`src/rtl/mem_port_arbiter_pkg.sv`:
```
// Shared types and defaults for the instruction/data memory port arbiter.
package mem_port_arbiter_pkg;

   localparam int unsigned ADDR_W_DEF = 32;
   localparam int unsigned DATA_W_DEF = 32;

   // Latency down-counter width; covers MEM_LAT up to 7.
   localparam int unsigned LAT_W = 3;

   typedef enum logic [1:0] {
      ST_IDLE   = 2'd0,
      ST_BUSY   = 2'd1,
      ST_HALTED = 2'd2
   } state_e;

   typedef enum logic {
      GNT_IF = 1'b0,
      GNT_DM = 1'b1
   } gnt_e;

endpackage : mem_port_arbiter_pkg

```
`src/rtl/mem_port_arbiter.sv`:
```
// Arbitrates a single-ported synchronous memory between the fetch (IF) and
// data (DM) ports, with starvation relief for IF and a sticky halt.
module mem_port_arbiter
   import mem_port_arbiter_pkg::*;
#(
   parameter int unsigned ADDR_W     = ADDR_W_DEF,
   parameter int unsigned DATA_W     = DATA_W_DEF,
   parameter int unsigned MEM_LAT    = 2,
   parameter int unsigned STARVE_MAX = 3
) (
   input  logic              clk,
   input  logic              rst_n,
   input  logic              if_req,
   input  logic [ADDR_W-1:0] if_addr,
   output logic              if_ack,
   output logic [DATA_W-1:0] if_rdata,
   input  logic              dm_req,
   input  logic              dm_we,
   input  logic [ADDR_W-1:0] dm_addr,
   input  logic [DATA_W-1:0] dm_wdata,
   output logic              dm_ack,
   output logic [DATA_W-1:0] dm_rdata,
   output logic              mem_en,
   output logic              mem_we,
   output logic [ADDR_W-1:0] mem_addr,
   output logic [DATA_W-1:0] mem_wdata,
   input  logic [DATA_W-1:0] mem_rdata,
   input  logic              halt_req,
   output logic              halted
);

   localparam int unsigned     STV_W    = $clog2(STARVE_MAX + 1);
   localparam logic [STV_W-1:0] STV_MAX  = STV_W'(STARVE_MAX);
   localparam logic [LAT_W-1:0] LAT_LOAD = LAT_W'(MEM_LAT);

   state_e             state;
   gnt_e               gnt;
   gnt_e               gnt_sel_c;
   logic               acc_we;
   logic               halt_pend;
   logic [LAT_W-1:0]   lat_cnt;
   logic [STV_W-1:0]   starve_cnt;

   // DM wins unless it is idle or IF has been passed over STARVE_MAX times.
   always_comb begin
      gnt_sel_c = GNT_DM;
      if (if_req && (!dm_req || (starve_cnt == STV_MAX))) begin
         gnt_sel_c = GNT_IF;
      end
   end

   // Arbiter FSM: grant/issue in IDLE, count latency and ack in BUSY.
   always_ff @(posedge clk or negedge rst_n) begin
      if (!rst_n) begin
         state      <= ST_IDLE;
         gnt        <= GNT_IF;
         acc_we     <= 1'b0;
         halt_pend  <= 1'b0;
         lat_cnt    <= '0;
         starve_cnt <= '0;
         if_ack     <= 1'b0;
         if_rdata   <= '0;
         dm_ack     <= 1'b0;
         dm_rdata   <= '0;
         mem_en     <= 1'b0;
         mem_we     <= 1'b0;
         mem_addr   <= '0;
         mem_wdata  <= '0;
         halted     <= 1'b0;
      end else begin
         if_ack <= 1'b0;
         dm_ack <= 1'b0;
         mem_en <= 1'b0;
         mem_we <= 1'b0;
         unique case (state)
            ST_IDLE: begin
               if (halt_req) begin
                  state  <= ST_HALTED;
                  halted <= 1'b1;
               end else if (if_req || dm_req) begin
                  state     <= ST_BUSY;
                  mem_en    <= 1'b1;
                  lat_cnt   <= LAT_LOAD;
                  halt_pend <= 1'b0;
                  gnt       <= gnt_sel_c;
                  if (gnt_sel_c == GNT_IF) begin
                     acc_we     <= 1'b0;
                     mem_addr   <= if_addr;
                     starve_cnt <= '0;
                  end else begin
                     acc_we    <= dm_we;
                     mem_we    <= dm_we;
                     mem_addr  <= dm_addr;
                     mem_wdata <= dm_wdata;
                     if (if_req && (starve_cnt != STV_MAX)) begin
                        starve_cnt <= starve_cnt + STV_W'(1);
                     end
                  end
               end
            end
            ST_BUSY: begin
               if (halt_req) begin
                  halt_pend <= 1'b1;
               end
               if (lat_cnt != '0) begin
                  lat_cnt <= lat_cnt - LAT_W'(1);
                  if (lat_cnt == LAT_W'(1)) begin
                     if (gnt == GNT_IF) begin
                        if_ack   <= 1'b1;
                        if_rdata <= mem_rdata;
                     end else begin
                        dm_ack <= 1'b1;
                        if (!acc_we) begin
                           dm_rdata <= mem_rdata;
                        end
                     end
                  end
               end else if (halt_pend || halt_req) begin
                  // Ack cycle is over; a pending halt wins over returning to IDLE.
                  state  <= ST_HALTED;
                  halted <= 1'b1;
               end else begin
                  state <= ST_IDLE;
               end
            end
            ST_HALTED: begin
               state <= ST_HALTED;
            end
            default: begin
               state <= ST_IDLE;
            end
         endcase
      end
   end

endmodule : mem_port_arbiter

```
`config.mk`:
```
export PLATFORM = sky130hd
export DESIGN_NAME = mem_port_arbiter
export DESIGN_NICKNAME = d
export VERILOG_FILES = /design/src/rtl/mem_port_arbiter_pkg.sv /design/src/rtl/mem_port_arbiter.sv
export SDC_FILE = /design/constraint.sdc
export NUM_CORES = 1
export LEC_CHECK = 0
export CAP_MARGIN = 40
export CORE_UTILIZATION = 26
export CTS_BUF_LIST = sky130_fd_sc_hd__clkbuf_8
export DETAILED_ROUTE_END_ITERATION = 7
export PLACE_DENSITY_LB_ADDON = 0.12
export SETUP_SLACK_MARGIN = 0.2
export SLEW_MARGIN = 20
export SYNTH_ARGS = -nofsm -noshare
export SYNTH_HDL_FRONTEND = slang
export SYNTH_SLANG_ARGS = --single-unit
```
`constraint.sdc`:
```
create_clock -name clk -period 3.53 [get_ports clk]
set_clock_uncertainty 0.15 [all_clocks]
set_input_delay 0.706 -clock clk [delete_from_list [all_inputs] [get_ports clk]]
set_output_delay 0.706 -clock clk [all_outputs]
set_load 0.005 [all_outputs]
```
# == After elaboration in Yosys (flattened, before gate mapping) ==
# Index checks and enable logic that the tools add are counted.
# W data, S select, Z words.
# word_totals
inputBits,134
ram_bits,0
latch_bits,0
rom_bits,0
mem_count,0
output_inout_bits,133
ff_bits,143
elab_cells,88
# op_classes
n_div,0
magnitude_cmp,0
shifts,0
n_reduce_logical,19
n_mux,35
n_bitwise,4
add_sub_neg,2
n_eq_ne,13
n_mul,0
# op_table
operator,count
$mux W32,1
$reduce_and A4 Y1,6
$mux W1,21
$ne A2 B2 Y1 const B,8
$mux W2,6
$mux W3,3
$pmux W2 S3,1
$pmux W3 S2,1
$reduce_and A5 Y1,1
$eq A2 B2 Y1 const B,2
$not A1 Y1,4
$pmux W1 S2,2
$reduce_bool A2 Y1,2
$eq A3 B1 Y1 const B,1
$logic_or A1 B1 Y1,3
$ne A3 B3 Y1 const B,1
$reduce_and A3 Y1,1
$reduce_bool A3 Y1,1
$sub A3 B1 Y3 const B,1
$add A2 B1 Y2 const B,1
$eq A2 B1 Y1 const B,1
$logic_and A1 B1 Y1,2
$logic_not A2 Y1,1
$reduce_and A2 Y1,1
$logic_not A1 Y1,1

# == Logic depth before layout (Yosys ltp) ==
# logic_depth
word_depth,7
ltp_mapped,7
mapped_depth_nobuf,5

# == Worst setup path before layout ==
# OpenSTA, ideal clock, no wires.
# synth_timing
path_type,input-to-reg
from,input halt_req
to,register mem_wdata[0]
setup_ns,0.127
cell_stages,5
t_required_ns,3.253
setup_slack_ns,1.546
arrival_ns,1.707
path_cell_list,nor3_4 and3_1 buf_4 buf_6 mux2_1
# synth_between
elab_chain_cells,2
# synth_rtl
item,line,source
"start, declared",mem_port_arbiter.sv:28,"input logic halt_req,"
$not A1 Y1 (no source line),n/a,
$reduce_and A4 Y1 (no source line),n/a,
"end signal, assigned",mem_port_arbiter.sv:94,mem_wdata <= dm_wdata;
"end, declared",mem_port_arbiter.sv:26,"output logic [DATA_W-1:0] mem_wdata,"
# Every way passes these cells.
# A chain may end at the register's enable or synchronous reset.

# == Worst setup path in the final report ==
# layout_timing
from,input dm_req
to,register mem_addr[31]
# layout_between
elab_chain_cells,4
# layout_rtl
item,line,source
"start, declared",mem_port_arbiter.sv:17,"input logic dm_req,"
$logic_not A1 Y1,mem_port_arbiter.sv:47,if (if_req && (!dm_req || (starve_cnt == STV_MAX))) begin
$logic_or A1 B1 Y1,mem_port_arbiter.sv:47,
$logic_and A1 B1 Y1,mem_port_arbiter.sv:47,
$mux W32,mem_port_arbiter.sv:86,if (gnt_sel_c == GNT_IF) begin
"end signal, assigned",mem_port_arbiter.sv:88,mem_addr <= if_addr;
"end signal, assigned",mem_port_arbiter.sv:93,mem_addr <= dm_addr;
"end, declared",mem_port_arbiter.sv:25,"output logic [ADDR_W-1:0] mem_addr,"
# Parallel ways exist; a longest one is shown, timed or not.

==> flow_metrics.tcl <==
set metrics [dict create \
    area_delta_synth_final_pct 56.1 \
    number_of_synthesized_flops_with_an_enable_pin 0 \
    use_met1_pct 18.8 \
    clk_pin_slew_worst_setup_hold_paths_ns 0.08 \
    grt_start_max_net_pins 71 \
    route.detailed.drc 32 \
    worstSetupEndpointType "flop" \
    fraction_of_final_layout_cells_sized_beyond_drive_strength_1_pct 16.6 \
    synth_area_leader_cell "dfrtp_1" \
    syn_area_sq_um 5900 \
    initial_utilization_pct 26.8 \
    sw_frac_of_total_pct 28.2 \
    vdd.ir_drop.worst_uv 258 \
    detail_route.wirelength_um 17200 \
    cts-resized-gates 0 \
    clkPwrFrac_pct 24.4 \
    synth-main-ff-cell "dfrtp_1" \
    synth.yosys.warnings 0 \
    initial_detailed_routing_violation_count 200 \
    cts_sinks 143 \
    hp-class "input pin to asynchronous set/reset pin" \
    rsz_0062_raised_after_global_routing "no" \
    grt_util_met2_pct 24.9 \
    worst_ep_required_time_ns 3.67 \
    cellPowerDensity_nw_per_um2 601 \
    viasPerCell 4.65 \
    routed_wire_length_per_instance_um 17.1 \
    cts_hold_repair.buffers 0 \
    synth_seq_cells 143 \
    timing.critical_path.slowest_cell_delay_ns 0.57 \
    post-dp-hpwl_um 12200 \
    report.final.slew_viol_count 0 \
    final_antenna_net_count 0 \
    antenna_violations_before_repair 0 \
    synth_nets 591 \
    row_count 54 \
    fillCellCount 2103 \
    max_clock_freq_ghz 0.400 \
    number_of_instances_in_the_synthesized_netlist 453 \
    seq_power_share_pct 42.9 \
    worstPathCellList "clkdlybuf4s50_1 -> or2_2 -> nand2_1 -> inv_1 -> buf_4 -> a31oi_1" \
    dp_cells 974 \
    port_buffers 266 \
    die_height_um 153 \
    arrival_time_of_data_at_the_critical_path_endpoint_ns 2.64 \
    p_leak_nw 3.86 \
    htreeDepth 4 \
    gr-usage-met3_pct 4.81 \
    worstMarginPinSlew_ns 0.828 \
    grt_pass1_wl_um 27500 \
    critical_path.max_fanout 33 \
    p_comb_share_pct 32.7 \
    startpoint_type "input pin" \
    critical_path_class "input pin to flop" \
    status "finished, violations left" \
    finalSetupTns_ns 0 \
    ys_top_cells_by_area "dfrtp_1, mux2_2, mux2_1" \
    setup_viol 0 \
    top_usage_layer "met2" \
    number_of_nets_in_the_finished_design 851 \
    share_of_flip_flops_with_an_asynchronous_set_or_reset_pct 100 \
    share_of_the_synthesized_area_in_the_top_cell_type_pct 60.6 \
    area_occupied_by_multi_input_gates_sq_um 2100 \
    clock-root-buffer "clkbuf_8" \
    failed_checks "DRC" \
    crit_path_top_delay_cell "or2_2" \
    hold_viol_final 0 \
    layoutNonFillerInstCount 1006 \
    grt.total_usage_pct 15.1 \
    cts-buffers-inserted 17 \
    grt_overflow 0 \
    cts_tree "built" \
    grt_pass1_vias 4956 \
    post_dp_cell_area_sq_um 8810 \
    timing.max_cap.violations 0 \
    sw_power_mw 1.56 \
    post-route-min-period_ns 2.50 \
    final_worst_setup_slack_ns 1.03 \
    die-width_um 153 \
    stdcell_area_sq_um 9220 \
    max-slew-margin-rel_pct 44.8 \
    post_cts_setup_buffer_count 0 \
    boundaryPins 267 \
    cp_num_buf_inv 3 \
    cell_internal_pwr_mw 3.98 \
    maximum_number_of_buffers_from_clock_root_to_sink 2 \
    synth.yosys.seq_area_share_pct 60.6 \
    num_vias 4681 \
    core_region_area_sq_um 22000 \
    detailedRoute.firstPassIterationCount 8 \
    mean_post_synth_cell_area_sq_um 13.0 \
    critPathTopFamily "buffers and inverters" \
    post-route-period-util_pct 70.8 \
    die_area_sq_um 23300 \
    clock_latency_ns 0.44 \
    placement.setup.worst_slack_ns 0.567 \
    ff_latch_area_sq_um 3580 \
    post_synth_num_cell_types 34 \
    gp_congestion 0.770 \
]
[routing by layer]
metal	vias to the layer above	wire (um)
li1	2163	-
met1	2283	7190
met2	216	8280
met3	19	1480
met4	0	235
met5	-	0
[cells by family after synthesis]
| group | synth area share (%) |
|---|---|
| buffers and inverters | 3.81 |
| DFF | 60.6 |
| muxes | 18.9 |
| adders and majority gates | 0.848 |
| AOI/OAI and AO/OA | 10.1 |
| and+or+nand+nor | 5.81 |
[cell usage in the layout, fill, tap and decap left out, drive strengths merged]
master           n
a21o             3
a21oi           32
a22o             2
a31oi           32
a32oi            1
and2             1
and3             1
and3b            1
and4             2
and4b            1
buf             13
bufinv           3
clkbuf          19
clkdlybuf4s50  265
clkinv           5
clkinvlp         2
dfrtp          143
diode            1
ha               4
inv              8
mux2            98
mux2i            1
nand2            4
nand2b           1
nand3           32
nand4            1
nor2             3
nor2b            5
nor3             3
nor3b            1
nor4             1
o21a             1
o21ai           34
o21bai           1
or2              1
[path summary, 6_finish.rpt]
| check | to | cells after the start | slack [ns] | startpoint |
|---|---|---|---|---|
| worst max-delay path | mem_addr[31] | 6 | 1.03 | dm_req |
| worst min-delay path | mem_wdata[8] | 1 | 0.1 | rst_n |
| worst max register to register | dm_rdata[23] | 4 | 1.10 | state[0] |
| worst min register to register | mem_wdata[11] | 1 | 0.34 | mem_wdata[11] |
| max in group asynchronous | dm_rdata[25] | 2 | 2.22 | rst_n |
| min in group clk | mem_wdata[11] | 1 | 0.34 | mem_wdata[11] |
[final cells by class]
class	instances	area share (%)
Clock buffer	19	2.84
Timing Repair Buffer	278	29.9
Antenna cell	1	0.0272
Multi-Input combinational cell	267	22.8
Sequential cell	143	38.8
Clock inverter	12	1.55
Tap cell	280	3.80
Inverter	6	0.244
[state kept, by name, summed over array words and instances, names as in the netlist, 2 cells and up]
register    cells
mem_addr       32
lat_cnt         3
if_rdata       32
state           2
starve_cnt      2
mem_wdata      32
dm_rdata       32
[cells in the mapped netlist, types with 5 or more instances]
master and instances:
mux2_1 27, mux2_2 71, a31oi_1 32, a21oi_1 32, o21ai_0 34, nand3_1 32
buf_2 9, inv_1 6, nor2b_1 5, clkbuf_1 20, dfrtp_1 143, buf_6 6
[worst register-to-register path, delay by kind of cell (launching register included)]
family / cells / cell delay (ns)
simple gates: 2 / 0.91
flops: 1 / 0.50
buf+inv: 1 / 0.45
mux: 1 / 0.30
[through the flow]
step | hold WS, ns | power (mW) | utilization [%]
floorplan | 0.260 | 3.01 | -
global placement | 0.315 | 4.20 | 40.0
detailed placement | 0.324 | 4.24 | 40.0
CTS | 0.123 | 5.65 | 41.8
global route | 0.112 | 5.90 | 41.8
finish | 0.0955 | 5.54 | 41.8
[power groups by stage]
stage / clock [mW] / sequential (mW) / combinational [mW]
final: 1.35 / 2.38 / 1.81
after detailed placement: 0 / 2.40 / 1.84
after CTS: 1.42 / 2.38 / 1.84
after floorplan: 0 / 2.38 / 0.634
after global routing: 1.48 / 2.44 / 1.98
after global placement: 0 / 2.40 / 1.80
Power figures use the tool's default switching activity.
